[src/rtl/rv_pkg.sv]
// Shared RV32I decode constants and the decoded-instruction payload carried by the ID register.
package rv_pkg;

    localparam int unsigned XLEN = 32;

    localparam logic [3:0] ALU_ADD_SUB = 4'b0000;
    localparam logic [3:0] ALU_SLL     = 4'b0001;
    localparam logic [3:0] ALU_SLT     = 4'b0010;
    localparam logic [3:0] ALU_SLTU    = 4'b0011;
    localparam logic [3:0] ALU_XOR     = 4'b0100;
    localparam logic [3:0] ALU_SRL_SRA = 4'b0101;
    localparam logic [3:0] ALU_OR      = 4'b0110;
    localparam logic [3:0] ALU_AND     = 4'b0111;
    localparam logic [3:0] ALU_AUIPC   = 4'b1010;
    localparam logic [3:0] ALU_LUI     = 4'b1011;

    localparam logic [6:0] OPC_OP     = 7'b0110011;
    localparam logic [6:0] OPC_OP_IMM = 7'b0010011;
    localparam logic [6:0] OPC_LOAD   = 7'b0000011;
    localparam logic [6:0] OPC_STORE  = 7'b0100011;
    localparam logic [6:0] OPC_BRANCH = 7'b1100011;
    localparam logic [6:0] OPC_JAL    = 7'b1101111;
    localparam logic [6:0] OPC_JALR   = 7'b1100111;
    localparam logic [6:0] OPC_LUI    = 7'b0110111;
    localparam logic [6:0] OPC_AUIPC  = 7'b0010111;

    typedef struct packed {
        logic [3:0]      alu_op;
        logic            use_imm;
        logic            op_choice;
        logic [XLEN-1:0] imm;
        logic [4:0]      rs1;
        logic [4:0]      rs2;
        logic [4:0]      rd;
        logic            reg_write;
        logic            is_load;
        logic            is_store;
        logic            is_branch;
        logic            is_jump;
        logic            illegal;
    } decoded_t;

endpackage

[src/rtl/imm_gen.sv]
// Immediate extraction and sign extension for the I/S/B/U/J formats, selected by opcode.
module imm_gen
    import rv_pkg::*;
(
    input  logic [31:0]     instr,
    output logic [XLEN-1:0] imm
);

    always_comb begin
        imm = '0;
        case (instr[6:0])
            OPC_OP_IMM, OPC_JALR, OPC_LOAD:
                imm = {{20{instr[31]}}, instr[31:20]};
            OPC_STORE:
                imm = {{20{instr[31]}}, instr[31:25], instr[11:7]};
            OPC_BRANCH:
                imm = {{19{instr[31]}}, instr[31], instr[7], instr[30:25], instr[11:8], 1'b0};
            OPC_LUI, OPC_AUIPC:
                imm = {instr[31:12], 12'b0};
            OPC_JAL:
                imm = {{11{instr[31]}}, instr[31], instr[19:12], instr[20], instr[30:21], 1'b0};
            default:
                imm = '0;
        endcase
    end

endmodule

[src/rtl/decode_stage.sv]
// RV32I decode stage: decodes instr into ALU controls and holds it in a one-entry
// valid/ready pipeline register with load-use bubble insertion and flush.
module decode_stage
    import rv_pkg::*;
#(
    parameter int unsigned XLEN_P = XLEN
) (
    input  logic              clk,
    input  logic              rst,
    input  logic              if_valid,
    output logic              if_ready,
    input  logic [31:0]       instr,
    input  logic [XLEN_P-1:0] if_pc,
    input  logic              flush,
    input  logic              ex_ready,
    output logic              id_valid,
    output logic [3:0]        alu_op,
    output logic              use_imm,
    output logic              op_choice,
    output logic [XLEN_P-1:0] imm,
    output logic [XLEN_P-1:0] pc,
    output logic [4:0]        rs1,
    output logic [4:0]        rs2,
    output logic [4:0]        rd,
    output logic              reg_write,
    output logic              is_load,
    output logic              is_store,
    output logic              is_branch,
    output logic              is_jump,
    output logic              illegal
);

    logic [6:0]        opcode;
    logic [2:0]        funct3;
    logic [6:0]        funct7;
    logic [XLEN-1:0]   imm_c;
    decoded_t          dec;
    decoded_t          q;
    logic [XLEN_P-1:0] pc_q;
    logic              valid_q;
    logic              uses_rs1;
    logic              uses_rs2;
    logic              load_use;

    assign opcode = instr[6:0];
    assign funct3 = instr[14:12];
    assign funct7 = instr[31:25];

    imm_gen u_imm_gen (
        .instr (instr),
        .imm   (imm_c)
    );

    // Field decode; illegal encodings are squashed to a harmless ADD with no side effects.
    always_comb begin
        dec          = '0;
        dec.rs1      = instr[19:15];
        dec.rs2      = instr[24:20];
        dec.rd       = instr[11:7];
        dec.imm      = imm_c;
        dec.alu_op   = ALU_ADD_SUB;
        uses_rs1     = 1'b1;
        uses_rs2     = 1'b0;
        case (opcode)
            OPC_OP: begin
                dec.alu_op    = {1'b0, funct3};
                dec.reg_write = 1'b1;
                uses_rs2      = 1'b1;
                if (funct3 == 3'b000 || funct3 == 3'b101) dec.op_choice = funct7[5];
                if (!(funct7 == 7'b0000000 ||
                      (funct7 == 7'b0100000 && (funct3 == 3'b000 || funct3 == 3'b101))))
                    dec.illegal = 1'b1;
            end
            OPC_OP_IMM: begin
                dec.alu_op    = {1'b0, funct3};
                dec.use_imm   = 1'b1;
                dec.reg_write = 1'b1;
                if (funct3 == 3'b101) dec.op_choice = funct7[5];
                if (funct3 == 3'b001 && funct7 != 7'b0000000) dec.illegal = 1'b1;
            end
            OPC_LUI: begin
                dec.alu_op    = ALU_LUI;
                dec.use_imm   = 1'b1;
                dec.reg_write = 1'b1;
                uses_rs1      = 1'b0;
            end
            OPC_AUIPC: begin
                dec.alu_op    = ALU_AUIPC;
                dec.use_imm   = 1'b1;
                dec.reg_write = 1'b1;
                uses_rs1      = 1'b0;
            end
            OPC_BRANCH: begin
                dec.alu_op    = ALU_AUIPC;
                dec.use_imm   = 1'b1;
                dec.is_branch = 1'b1;
                uses_rs2      = 1'b1;
            end
            OPC_JAL: begin
                dec.alu_op    = ALU_AUIPC;
                dec.use_imm   = 1'b1;
                dec.is_jump   = 1'b1;
                dec.reg_write = 1'b1;
                uses_rs1      = 1'b0;
            end
            OPC_JALR: begin
                dec.use_imm   = 1'b1;
                dec.is_jump   = 1'b1;
                dec.reg_write = 1'b1;
            end
            OPC_LOAD: begin
                dec.use_imm   = 1'b1;
                dec.is_load   = 1'b1;
                dec.reg_write = 1'b1;
            end
            OPC_STORE: begin
                dec.use_imm   = 1'b1;
                dec.is_store  = 1'b1;
                uses_rs2      = 1'b1;
            end
            default: dec.illegal = 1'b1;
        endcase
        if (dec.illegal) begin
            dec.alu_op    = ALU_ADD_SUB;
            dec.use_imm   = 1'b0;
            dec.op_choice = 1'b0;
            dec.reg_write = 1'b0;
            dec.is_load   = 1'b0;
            dec.is_store  = 1'b0;
            dec.is_branch = 1'b0;
            dec.is_jump   = 1'b0;
        end
        if (dec.rd == 5'd0) dec.reg_write = 1'b0;
    end

    // A held load with a live rd blocks any incoming reader of that register.
    assign load_use = valid_q && q.is_load && (q.rd != 5'd0) &&
                      ((uses_rs1 && (dec.rs1 == q.rd)) || (uses_rs2 && (dec.rs2 == q.rd)));

    assign if_ready = (!valid_q || ex_ready) && !load_use && !flush;

    always_ff @(posedge clk or posedge rst) begin
        if (rst) begin
            q       <= '0;
            pc_q    <= '0;
            valid_q <= 1'b0;
        end else if (flush) begin
            valid_q <= 1'b0;
        end else if (if_valid && if_ready) begin
            q       <= dec;
            pc_q    <= if_pc;
            valid_q <= 1'b1;
        end else if (ex_ready && valid_q) begin
            valid_q <= 1'b0;
        end
    end

    assign id_valid  = valid_q;
    assign alu_op    = q.alu_op;
    assign use_imm   = q.use_imm;
    assign op_choice = q.op_choice;
    assign imm       = XLEN_P'(q.imm);
    assign pc        = pc_q;
    assign rs1       = q.rs1;
    assign rs2       = q.rs2;
    assign rd        = q.rd;
    assign reg_write = q.reg_write;
    assign is_load   = q.is_load;
    assign is_store  = q.is_store;
    assign is_branch = q.is_branch;
    assign is_jump   = q.is_jump;
    assign illegal   = q.illegal;

endmodule

[config.mk]
export PLATFORM = sky130hd
export DESIGN_NAME = decode_stage
export DESIGN_NICKNAME = d
export VERILOG_FILES = /design/src/rtl/rv_pkg.sv /design/src/rtl/imm_gen.sv /design/src/rtl/decode_stage.sv
export SDC_FILE = /design/constraint.sdc
export NUM_CORES = 1
export LEC_CHECK = 0
export ABC_AREA = 1
export CAP_MARGIN = 25
export CORE_MARGIN = 3
export CORE_UTILIZATION = 60
export DETAILED_ROUTE_END_ITERATION = 6
export DONT_BUFFER_PORTS = 1
export PLACE_DENSITY = 0.8
export SLEW_MARGIN = 25
export SYNTH_ARGS = -nofsm -noshare
export SYNTH_HDL_FRONTEND = slang
export SYNTH_SLANG_ARGS = --single-unit
[constraint.sdc]
create_clock -name clk -period 3.3 [get_ports clk]
set_clock_uncertainty 0.05 [all_clocks]
set_input_delay 0 -clock clk [delete_from_list [all_inputs] [get_ports clk]]
set_output_delay 0 -clock clk [all_outputs]
set_load 0.01 [all_outputs]
==> qor.txt, run 1 <==
==================================================================================
Result of the run                                                        completed
Die height                                                                94.29 um
Post-synthesis register bit count                                               92
Buffers and inverters on the worst path                                          5
Max clock buf depth                                                              2
Most common cell after layout, fill and taps aside                    sky130_fd_sc_hd__nand2_1
Family of cells with the greatest summed delay on the critical path   buffers and inverters
Gp weighted congestion                                                      0.9627
Detailed placement HPWL                                                    8553 um
Req. time, crit path                                                       3.56 ns
Residual DRC                                                                     0
Buffer count from post-CTS setup fixing                                          0
Synth top area cells                                                  sky130_fd_sc_hd__dfrtp_1 (49%), sky130_fd_sc_hd__nand2_1 (19%), sky130_fd_sc_hd__nand4_1 (11%), sky130_fd_sc_hd__nand3_1 (3.1%), sky130_fd_sc_hd__nor2_1 (2.9%)
Clock latency on the worst-skew pair                                       0.37 ns
Internal power consumption                                                1.813 mW
Maximum capacitance violations                                                   0
CP max stage cell                                                     sky130_fd_sc_hd__buf_4
Top library cells by usage in the layout, fill and taps aside         sky130_fd_sc_hd__nand2_1 (240), sky130_fd_sc_hd__dfrtp_1 (92), sky130_fd_sc_hd__dlygate4sd3_1 (88), sky130_fd_sc_hd__nand4_1 (85), sky130_fd_sc_hd__nor2_1 (36)
Mapped Nets                                                                    667
Final setup violation count                                                      0
Share of cells above drive strength 1                                       4.970%
Antenna Violating Nets Remaining                                                 0
Per-cell routed wire length                                               19.40 um
Setup TNS after final layout                                                  0 ns
Top achievable clock speed                                              0.3441 GHz
Final standard cell utilization of the core                                 77.62%
DR vias                                                                       4638
Initial core utilization                                                    63.13%
Standby leakage power                                                     2.930 nW
Ratio of final minimum period to clock period                               88.07%
Most frequent cell on the critical path                               sky130_fd_sc_hd__nand2_1
Synthesis Warnings                                                               0
CTS tree                                                                     built
Global Route Usage Sum                                                      34.28%
Post-route total power                                                    2.585 mW
Cts bufs inserted                                                                9
Violation count after the first detailed-route iteration                       453
Part of the Yosys area used for sequential elements                         49.22%
Register share of total power                                                53.2%
Logic pwr share                                                              14.0%
Depth of the CTS H-tree                                                          3
Number of standard cells in the layout, taps in and fillers out                764
Post-synth EDFFs                                                                 0
Maximum fanout along the worst path                                             84
Kind of end point of the critical path                                   flip-flop
Average footprint of a synthesized cell                                 7.821 um^2
Final-report max-slew violation count                                            0
Clock share of power                                                         32.8%
RSZ-0062 raised after global routing                                            no
Cell type with the largest total area after synthesis                 sky130_fd_sc_hd__dfrtp_1
Number of antenna violations at the first check in global routing                1
Slew of the pin with the lowest slew margin                              0.7976 ns
TritonCTS Sinks                                                                 92
Number of placed I/O pins                                                      162
Number of fill cells                                                           510
Signed area change from the synthesized netlist to the final layout         22.95%
Die width                                                                 94.29 um
Register clock-pin slew on the reported worst setup and hold paths         0.09 ns
Wire length of the first global-routing pass                              23450 um
Ordered list of cells on the worst path                               dlygate4sd3_1 > inv_2 > nor2_1 > nand2_1 > nand2_4 > inv_2 > nand2_1 > nand2_2 > nand2_2 > buf_4 > nand4_1 > dlygate4sd3_1 > nand2_1
Synth unique cells                                                              24
Data arrival time of the critical path                                     3.17 ns
Most frequently used flop master after synthesis                      sky130_fd_sc_hd__dfrtp_1
VDD IR max                                                               0.2991 mV
Nets@finish                                                                    728
Avg Vias per Cell                                                            6.071
Count of TritonRoute iterations in the first routing pass                        6
Cell count after synthesis                                                     598
Hold Path Class                                                       input port to flip-flop
Async SR Flop Fraction                                                      100.0%
Switching component of the power                                         0.7720 mW
Footprint of the multi-input gates                                       2034 um^2
Area of the mapped netlist                                               4677 um^2
Placement Cell Area                                                      4597 um^2
Number of global-route vias before repair                                     4585
Share of the synthesized area in the top cell type                          49.22%
Total of buffers placed on input and output ports                                0
CP startpoint kind                                                      input port
Area of all placed cells without fillers                                 5751 um^2
GR Overflow Total                                                                0
Maximum single-stage delay on the critical path                            0.65 ns
Endpoints failing hold                                                           0
Largest net degree at the start of global routing                               93
Core region area                                                         7408 um^2
Switching part of the total power                                           29.87%
Combined flip-flop and latch cell area                                   2302 um^2
Total Die Area                                                           8891 um^2
Library cell used as clock root buffer                                sky130_fd_sc_hd__clkbuf_8
Power density over the cells                                          449.5 nW/um^2
Worst-case headroom to the max-slew limit                                   46.83%
Instance count after placement with tap cells included                         657
Crit path time final                                                      2.906 ns
Final Routed Wirelength                                                   14830 um
# rows                                                                          31
Type of the worst setup path                                          input port to flip-flop
==================================================================================
==> stage by stage <==
step	setup WS, ns	hold WS, ns
finish	0.3937	0.01559
global route	0.1124	0.03017
CTS	0.3631	0.002788
detailed placement	0.9044	0.02370
global placement	1.040	0.06321
floorplan	0.8580	0.05723
==> Yosys cell counts, types with 2 or more instances <==
master / count
sky130_fd_sc_hd__nor2_1: 36
sky130_fd_sc_hd__buf_6: 10
sky130_fd_sc_hd__o21ai_0: 6
sky130_fd_sc_hd__a21oi_1: 2
sky130_fd_sc_hd__xnor2_1: 7
sky130_fd_sc_hd__buf_2: 8
sky130_fd_sc_hd__inv_2: 2
sky130_fd_sc_hd__nand2_1: 240
sky130_fd_sc_hd__o211ai_1: 11
sky130_fd_sc_hd__nand4_1: 85
sky130_fd_sc_hd__nand3_1: 29
sky130_fd_sc_hd__dfrtp_1: 92
sky130_fd_sc_hd__nor3_1: 3
sky130_fd_sc_hd__nor2_2: 4
sky130_fd_sc_hd__nand2_2: 3
sky130_fd_sc_hd__inv_1: 29
sky130_fd_sc_hd__clkbuf_1: 24
==> final cells by class <==
type | instances | share of cell area (%)
sequential | 92 | 40.03
antenna | 1 | 0.04352
clock inverter | 6 | 1.654
clock buffer | 10 | 2.219
timing repair buffer | 92 | 16.41
tap | 99 | 2.154
multi-input combinational | 433 | 35.38
inverter | 31 | 2.111
==> worst paths after layout <==
| kind | from | endpoint | slack [ns] | cells past startpoint |
|---|---|---|---|---|
| setup / recovery | instr[4] | pc[24] | 0.39 | 13 |
| hold / removal | instr[20] | imm[11] | 0.02 | 4 |
| setup reg to reg | rd[4] | pc[24] | 0.52 | 9 |
| hold reg to reg | rs2[4] | rs2[4] | 0.50 | 2 |
| max in group asynchronous | rst | op_choice | 2.44 | 2 |
| min in group asynchronous | rst | pc[4] | 0.23 | 2 |
==> worst min-delay path, cell delays in order <==
cell,delay (ns)
sky130_fd_sc_hd__nand3_1,0.06
sky130_fd_sc_hd__o2111ai_1,0.16
sky130_fd_sc_hd__nand3_1,0.11
sky130_fd_sc_hd__nand2_1,0.07
==> repair_timing <==
| action | 4_1_cts | 5_1_grt |
|---|---|---|
| hold buffers | 89 | 0 |
| endpoints found under the hold margin | 184 | 0 |
| resized for setup | 0 | 0 |
==> power groups by stage <==
stage / clock network, mW / registers, mW / logic (mW)
final: 0.847 / 1.38 / 0.362
after global routing: 0.899 / 1.39 / 0.405
after CTS: 0.851 / 1.37 / 0.342
after detailed placement: 0 / 1.39 / 0.241
after global placement: 0 / 1.39 / 0.226
after floorplan: 0 / 1.36 / 0.223
==> registers in the layout (all words and copies together) (netlist names) <==
| signal | flops |
|---|---|
| alu_op | 4 |
| rs1 | 5 |
| rd | 5 |
| pc | 32 |
| is_store | 1 |
| imm | 32 |
| is_branch | 1 |
| rs2 | 5 |
| illegal | 1 |
| is_load | 1 |
| use_imm | 1 |
| id_valid | 1 |
| reg_write | 1 |
| is_jump | 1 |
| op_choice | 1 |
==> layer usage <==
metal / vias up / global-route usage (%) / part of all wire, %
met5: - / 0 / 0
met4: 0 / 11.55 / 2.6
met3: 43 / 13.46 / 14
met2: 324 / 53.31 / 47
met1: 2163 / 43.73 / 37
li1: 2108 / - / -
==> kinds of logic after synthesis <==
logic type	synth area share, %
AND/OR/NAND/NOR	38.34
flip-flops	49.22
buffers and inverters	7.678
AO/OA/AOI/OAI	3.264
XOR/XNOR	1.498
(Power assumes the default switching activity.)
==> run 2: changes to the inputs <==
ABC_AREA = unset   (was 1)
==> run 2 against run 1 <==
Net effect: the flow now finishes with violations (DRC); cell area is 6.1% higher; sequential power about the same; synthesized area increased by 3.4%; worst setup slack worse by 0.092 ns; sequential share of layout area down 2.3 points; utilization increased by 0.92 points; critical endpoint is now id_valid; clock power up 3.4%; critical path type is now flip-flop to flip-flop; combinational power increased by 22%; worst hold slack worse by 0.0053 ns; count of clock-buffer cells in the layout is the same; final cell count shrank 10%; global-route usage is 2.3 points higher.
==> qor.txt, run 2 <==
==================================================================================
Result of the run                                                     complete, but fails checks
Violated checks                                                                DRC
Metal-1 WL                                                                 5956 um   +9.6%
Initial core utilization                                                    62.26%   -0.87 points
CTS tree                                                                     built
Req. time, crit path                                                       3.50 ns   -0.06 ns
Most frequent cell after synthesis                                    sky130_fd_sc_hd__dfrtp_1
R2r worst-path depth                                                             7   -2
Nets@finish                                                                    649   -11%
Number of global-route vias before repair                                     4865   +6.1%
Register clock-pin slew on the reported worst setup and hold paths         0.09 ns   about the same
Core region area                                                         7767 um^2   +4.8%
Switching component of the power                                         0.8253 mW   +6.9%
Post-synthesis adder-cell area fraction                                         0%   unchanged
Mapped Nets                                                                    573   -14%
Ratio of final minimum period to clock period                               90.86%   +2.8 points
Most common cell after layout, fill and taps aside                    sky130_fd_sc_hd__dlygate4sd3_1
Cell count after synthesis                                                     504   -16%
Final setup violation count                                                      0   unchanged
Data arrival time of the critical path                                     3.20 ns   +0.03 ns
Depth of the CTS H-tree                                                          3   unchanged
Total of cells resized after clock tree synthesis                                0   unchanged
Dominant combinational cell family by area after synthesis            compound AO/OA/AOI/OAI gates
Worst setup slack for register-to-register paths                           0.30 ns   -0.22 ns
Gp weighted congestion                                                      0.9257   -3.8%
Top library cells by usage in the layout, fill and taps aside         sky130_fd_sc_hd__dlygate4sd3_1 (110), sky130_fd_sc_hd__dfrtp_1 (92), sky130_fd_sc_hd__nand2_1 (56), sky130_fd_sc_hd__o22ai_1 (48), sky130_fd_sc_hd__nand3_1 (43)
Detailed placement HPWL                                                    9069 um   +6.0%
Max clock buf depth                                                              2   unchanged
Type of the worst setup path                                          flip-flop to flip-flop
Global Route Usage Sum                                                      36.62%   +2.3 points
Total Die Area                                                           9173 um^2   +3.2%
Post-synthesis register bit count                                               92   unchanged
Per-cell routed wire length                                               24.34 um   +25%
Number of placed I/O pins                                                      162   unchanged
Number of antenna violations at the first check in global routing                1   unchanged
Slew of the pin with the lowest slew margin                               1.048 ns   +0.2502 ns
Routed wire length on met3                                                 2216 um   +10%
Total of buffers placed on input and output ports                                0   unchanged
Synth top area cells                                                  sky130_fd_sc_hd__dfrtp_1 (48%), sky130_fd_sc_hd__a211oi_1 (6.4%), sky130_fd_sc_hd__o22ai_1 (6.2%), sky130_fd_sc_hd__nand3_1 (4.5%), sky130_fd_sc_hd__nand2_1 (4.3%)
RSZ-0062 raised after global routing                                            no
TritonCTS Sinks                                                                 92   unchanged
Die height                                                                95.78 um   +1.6%
Met2 wire len                                                              7731 um   +10%
Buffer count from post-CTS setup fixing                                          0   unchanged
Synth top cells by count                                              sky130_fd_sc_hd__dfrtp_1 (92), sky130_fd_sc_hd__nand2_1 (56), sky130_fd_sc_hd__o22ai_1 (48), sky130_fd_sc_hd__nand3_1 (43), sky130_fd_sc_hd__a211oi_1 (41)
Post-route total power                                                    2.722 mW   +5.3%
Maximum capacitance violations                                                   0   unchanged
Number of standard cells in the layout, taps in and fillers out                687   -10%
Switching part of the total power                                           30.31%   +0.44 points
Wire length of the first global-routing pass                              25850 um   +10%
Worst setup path startpoint                                                  rd[3]
Worst-case headroom to the max-slew limit                                   29.89%   -17 points
Clock latency on the worst-skew pair                                       0.36 ns   about the same
Most frequently used flop master after synthesis                      sky130_fd_sc_hd__dfrtp_1
VDD IR max                                                               0.3440 mV   +15%
Area fraction in compound gates after synthesis                             24.29%   +21 points
Maximum fanout along the worst path                                             44   -48%
Register share of total power                                                51.6%   -1.6 points
# rows                                                                          32   +3.2%
Synth unique cells                                                              55   +130%
Synthesis Warnings                                                               0   unchanged
Simple-gate share of the synthesized area                                   19.79%   -19 points
Antenna Violating Nets Remaining                                                 0   unchanged
Residual DRC                                                                    24   +24
Post-synth EDFFs                                                                 0   unchanged
Clock share of power                                                         32.2%   -0.6 points
Kind of end point of the critical path                                   flip-flop
GR Overflow Total                                                                0   unchanged
Standby leakage power                                                     2.411 nW   -18%
End of the critical path                                                  id_valid
Logic pwr share                                                              16.2%   +2.2 points
Area of all placed cells without fillers                                 6101 um^2   +6.1%
CP startpoint kind                                                       flip-flop
Endpoints failing hold                                                           0   unchanged
Count of TritonRoute iterations in the first routing pass                        7   +1
Cts bufs inserted                                                                9   unchanged
Violation count after the first detailed-route iteration                       614   +36%
Instance count after placement with tap cells included                         560   -15%
Setup TNS after final layout                                                  0 ns   unchanged
Startpoint of the worst hold path                                        instr[28]
Cell type with the largest total area after synthesis                 sky130_fd_sc_hd__dfrtp_1
Placement Cell Area                                                      4747 um^2   +3.3%
Power density over the cells                                          446.2 nW/um^2   -0.72%
Signed area change from the synthesized netlist to the final layout         26.16%
Hold Path Class                                                       input port to flip-flop
Area of the mapped netlist                                               4836 um^2   +3.4%
Share of cells above drive strength 1                                       7.863%   +2.9 points
DR vias                                                                       4924   +6.2%
Avg Vias per Cell                                                            7.167   +18%
Die width                                                                 95.78 um   +1.6%
Mux share of post-synthesis cell area                                           0%   unchanged
Final Routed Wirelength                                                   16720 um   +13%
Internal power consumption                                                1.897 mW   +4.7%
Async SR Flop Fraction                                                      100.0%   unchanged
Final-report max-slew violation count                                            0   unchanged
Top achievable clock speed                                              0.3335 GHz   -3.1%
Number of buffers added to fix hold violations after cts                       111   +25%
Part of the Yosys area used for sequential elements                         47.61%   -1.6 points
Count of antenna diodes in the layout                                            0   -1
R2r endpoint                                                              id_valid
Average footprint of a synthesized cell                                 9.595 um^2   +23%
Library cell used as clock root buffer                                sky130_fd_sc_hd__clkbuf_8
Crit path time final                                                      2.998 ns   +0.09203 ns
Largest net degree at the start of global routing                               62   -33%
Xor and xnor area share after synthesis                                     1.992%   +0.49 points
Share of the synthesized area in the top cell type                          47.61%   -1.6 points
Max Used Layer                                                                met5
Critical register-to-register path startpoint                                rd[3]
==================================================================================
[run 2: changes by cell type after synthesis, moves of 20 or more]
cell / previous run / this run
sky130_fd_sc_hd__nand2_1: 240 / 56
sky130_fd_sc_hd__nand4_1: 85 / 6
sky130_fd_sc_hd__o22ai_1: 0 / 48
sky130_fd_sc_hd__a211oi_1: 0 / 41
sky130_fd_sc_hd__a21oi_1: 2 / 27
sky130_fd_sc_hd__inv_1: 29 / 4
sky130_fd_sc_hd__nor2_1: 36 / 16
[run 2: per-layer routing]
layer,vias to the layer above,GRT usage [%]
li1,2060,-
met4,2,15.28
met5,-,0
met2,396,56.46
met3,103,13.29
met1,2363,46.72
[run 2: layout make-up]
type,instances,area [um^2]
Tap cell,102,127.6
Sequential cell,92,2302
Inverter,4,16.27
Fill cell,484,1667
Timing Repair Buffer,118,1186
Clock buffer,10,137.6
Clock inverter,6,95.09
Multi-Input combinational cell,355,2236
[run 2: cell families after synthesis]
logic type,after synthesis
AOI/OAI and AO/OA,169
and+or+nand+nor,175
DFF,92
xor gates and xnor gates,11
buffers and inverters,57
[run 2: worst max-delay path, stage by stage, from the launching register on]
cell and delay (ns):
sky130_fd_sc_hd__dfrtp_1 0.50, sky130_fd_sc_hd__xor2_1 0.20, sky130_fd_sc_hd__nor3_1 0.56, sky130_fd_sc_hd__nand4b_2 0.28, sky130_fd_sc_hd__nand2_1 0.33, sky130_fd_sc_hd__buf_12 0.25
sky130_fd_sc_hd__o22ai_1 0.12, sky130_fd_sc_hd__dlygate4sd3_1 0.56
[run 2: worst min path at each step]
stage,endpoint,cells after the start
finish,imm[8],3
detailed placement,rs2[1],1
CTS,is_branch,4
global route,imm[7],3
global placement,rs1[1],1
floorplan,if_ready,1
[run 2: power groups by stage]
| stage | sequential, mW | combinational, mW | clock, mW |
|---|---|---|---|
| 3_5_place_dp | 1.42 | 0.309 | 0 |
| 6_report | 1.41 | 0.441 | 0.876 |
| 4_1_cts | 1.40 | 0.419 | 0.881 |
| 3_3_place_gp | 1.42 | 0.294 | 0 |
| 5_1_grt | 1.42 | 0.481 | 0.925 |
| 2_1_floorplan | 1.39 | 0.281 | 0 |
[run 2: per-stage QoR]
stage	worst slack [ns]	utilization, %	hold slack, ns
2_1_floorplan	0.8580	-	0.004400
3_3_place_gp	0.9676	61.11	-0.1131
3_5_place_dp	0.9373	61.11	-0.1004
4_1_cts	0.4350	78.54	0.0005007
5_1_grt	0.2198	78.54	0.02932
6_report	0.3016	78.54	0.01025
==> run 3: changes to the inputs <==
ABC_AREA = 1   (was unset)
GPL_TIMING_DRIVEN = 0   (was unset)
==> run 3 against run 2 <==
Net effect: the run ends with hold timing left; largest cell class unchanged; worst setup slack improved by 0.55 ns; final cell count increased by 14%; clock power decreased by 2%; worst hold slack got worse by 0.011 ns; wire length decreased by 1.8%; critical endpoint unchanged.
==> qor.txt, run 3 (synthesized netlist as in run 1, its figures left out) <==
==================================================================================
Wire length of the first global-routing pass                              24830 um   -4.0%
CTS tree                                                                     built
Logic pwr share                                                              14.5%   -1.7 points
Crit path time final                                                      2.450 ns   -0.5485 ns
Clock share of power                                                         32.9%   +0.7 points
Register clock-pin slew on the reported worst setup and hold paths         0.10 ns   about the same
Maximum capacitance violations                                                   0   unchanged
Endpoints failing hold                                                           1   +1
Setup TNS after final layout                                                  0 ns   unchanged
Hold Path Class                                                       input port to flip-flop
Final standard cell utilization of the core                                 77.40%   -1.1 points
Count of antenna diodes in the layout                                            0   unchanged
Req. time, crit path                                                       3.51 ns   about the same
Violated checks                                                        hold timing
Detailed placement HPWL                                                   10440 um   +15%
Number of placed I/O pins                                                      162   unchanged
Global Route Usage Sum                                                      37.34%   +0.72 points
Total of buffers placed on input and output ports                                0   unchanged
Slew of the pin with the lowest slew margin                              0.5680 ns   -0.4798 ns
Residual DRC                                                                     0   -100%
Register share of total power                                                52.6%   +1.0 points
Maximum fanout along the worst path                                             10   -77%
Power density over the cells                                          455.8 nW/um^2   +2.1%
Maximum single-stage delay on the critical path                            0.58 ns   +0.02 ns
Data arrival time of the critical path                                     2.66 ns   -0.54 ns
Most frequent cell on the critical path                               sky130_fd_sc_hd__nand2_1
Most common cell after layout, fill and taps aside                    sky130_fd_sc_hd__nand2_1
Number of global-route vias before repair                                     4700   -3.4%
Total Die Area                                                           8891 um^2   -3.1%
Worst-case headroom to the max-slew limit                                   62.13%   +32 points
GR Overflow Total                                                                0   unchanged
Gp weighted congestion                                                       1.008   +8.8%
Kind of end point of the critical path                                   flip-flop
Max clock buf depth                                                              2   unchanged
Per-cell routed wire length                                               21.02 um   -14%
VDD IR max                                                               0.3101 mV   -9.9%
Largest net degree at the start of global routing                               67   +8.1%
Buffer count from post-CTS setup fixing                                          0   unchanged
Core region area                                                         7408 um^2   -4.6%
Signed area change from the synthesized netlist to the final layout         22.61%
Antenna Violating Nets Remaining                                                 0   unchanged
DR vias                                                                       4825   -2.0%
Count of TritonRoute iterations in the first routing pass                        7   unchanged
Switching part of the total power                                           30.74%   +0.42 points
Final setup violation count                                                      0   unchanged
Library cell used as clock root buffer                                sky130_fd_sc_hd__clkbuf_8
Switching component of the power                                         0.8034 mW   -2.7%
Number of buffers added to fix hold violations after cts                        68   -39%
Result of the run                                                     complete, but fails checks
Top library cells by usage in the layout, fill and taps aside         sky130_fd_sc_hd__nand2_1 (240), sky130_fd_sc_hd__dfrtp_1 (92), sky130_fd_sc_hd__nand4_1 (85), sky130_fd_sc_hd__dlygate4sd3_1 (68), sky130_fd_sc_hd__nor2_1 (36)
Clock latency on the worst-skew pair                                       0.38 ns   +0.02 ns
Avg Vias per Cell                                                            6.178   -14%
Type of the worst setup path                                          flip-flop to flip-flop
Die height                                                                94.29 um   -1.6%
Total of cells resized after clock tree synthesis                                0   unchanged
Placement Cell Area                                                      4833 um^2   +1.8%
Share of cells above drive strength 1                                       6.891%   -0.97 points
Number of antenna violations at the first check in global routing                0   -1
RSZ-0062 raised after global routing                                            no
Die width                                                                 94.29 um   -1.6%
Area of all placed cells without fillers                                 5734 um^2   -6.0%
Instance count after placement with tap cells included                         698   +25%
Ordered list of cells on the worst path                               inv_1 > nand2_1 > nand2_1 > nand3_1 > nor2_1 > nand2_1 > nand2_2 > nand2_2 > nand3_2 > buf_6 > buf_6 > o21ai_0 > dlygate4sd3_1
Hold Slack                                                            -0.0006576 ns   -0.01090 ns
Top achievable clock speed                                              0.4082 GHz   +22%
Internal power consumption                                                1.810 mW   -4.6%
Number of standard cells in the layout, taps in and fillers out                781   +14%
Depth of the CTS H-tree                                                          3   unchanged
Cts bufs inserted                                                                9   unchanged
Violation count after the first detailed-route iteration                       384   -37%
Standby leakage power                                                     2.981 nW   +24%
TritonCTS Sinks                                                                 92   unchanged
CP startpoint kind                                                       flip-flop
Initial core utilization                                                    63.13%   +0.87 points
Final-report max-slew violation count                                            0   unchanged
Final Routed Wirelength                                                   16420 um   -1.8%
CP max stage cell                                                     sky130_fd_sc_hd__dlygate4sd3_1
# rows                                                                          31   -3.1%
Ratio of final minimum period to clock period                               74.24%   -17 points
Nets@finish                                                                    747   +15%
==================================================================================
-- run 3: stage by stage --
stage                     power, mW  hold slack (ns)  setup WS [ns]
final                         2.613       -0.0006576         0.8501
after global routing          2.694          0.04459         0.7342
after CTS                     2.585         0.006450         0.9069
after detailed placement      1.678          -0.2156          1.118
after global placement        1.657          0.05833        0.05384
after floorplan               1.584          0.05723         0.8580
-- run 3: power groups by stage --
| stage | Clock, mW | Combinational (mW) | Sequential (mW) |
|---|---|---|---|
| detailed placement | 0 | 0.287 | 1.39 |
| floorplan | 0 | 0.223 | 1.36 |
| finish | 0.859 | 0.379 | 1.37 |
| global route | 0.895 | 0.416 | 1.38 |
| CTS | 0.854 | 0.360 | 1.37 |
| global placement | 0 | 0.268 | 1.39 |
-- run 3: layer usage --
layer	global-route usage, %	routed length (um)
met1	47.08	6237
met5	0	0
met2	60.64	7782
met3	11.94	1889
met4	12.76	506
-- run 3: cell type report --
type	instances	area [um^2]
timing repair buffer	69	708.2
multi-input combinational	433	2016
tap	99	123.9
sequential	92	2302
buffer	42	242.7
inverter	31	121.4
clock inverter	6	96.34
clock buffer	9	123.9
fill	515	1674
-- run 3: worst max-delay path: cells and delay by family (launching register included) --
kind | cells | cell delay [ns]
AOI/OAI and AO/OA | 1 | 0.10
buffers and inverters | 4 | 1.08
DFF | 1 | 0.50
and+or+nand+nor | 8 | 0.60
-- run 3: path summary, 6_finish.rpt --
kind                       startpoint         to  slack (ns)  cells past startpoint
setup reg to reg                rd[1]   id_valid        0.85                     13
min in group asynchronous         rst     pc[15]        0.03                      2
max in group asynchronous         rst  alu_op[2]        2.59                      3
hold reg to reg               imm[31]    imm[31]        0.49                      2
hold / removal               instr[6]  alu_op[1]     -0.0007                      5
setup / recovery                rd[1]   id_valid        0.85                     13
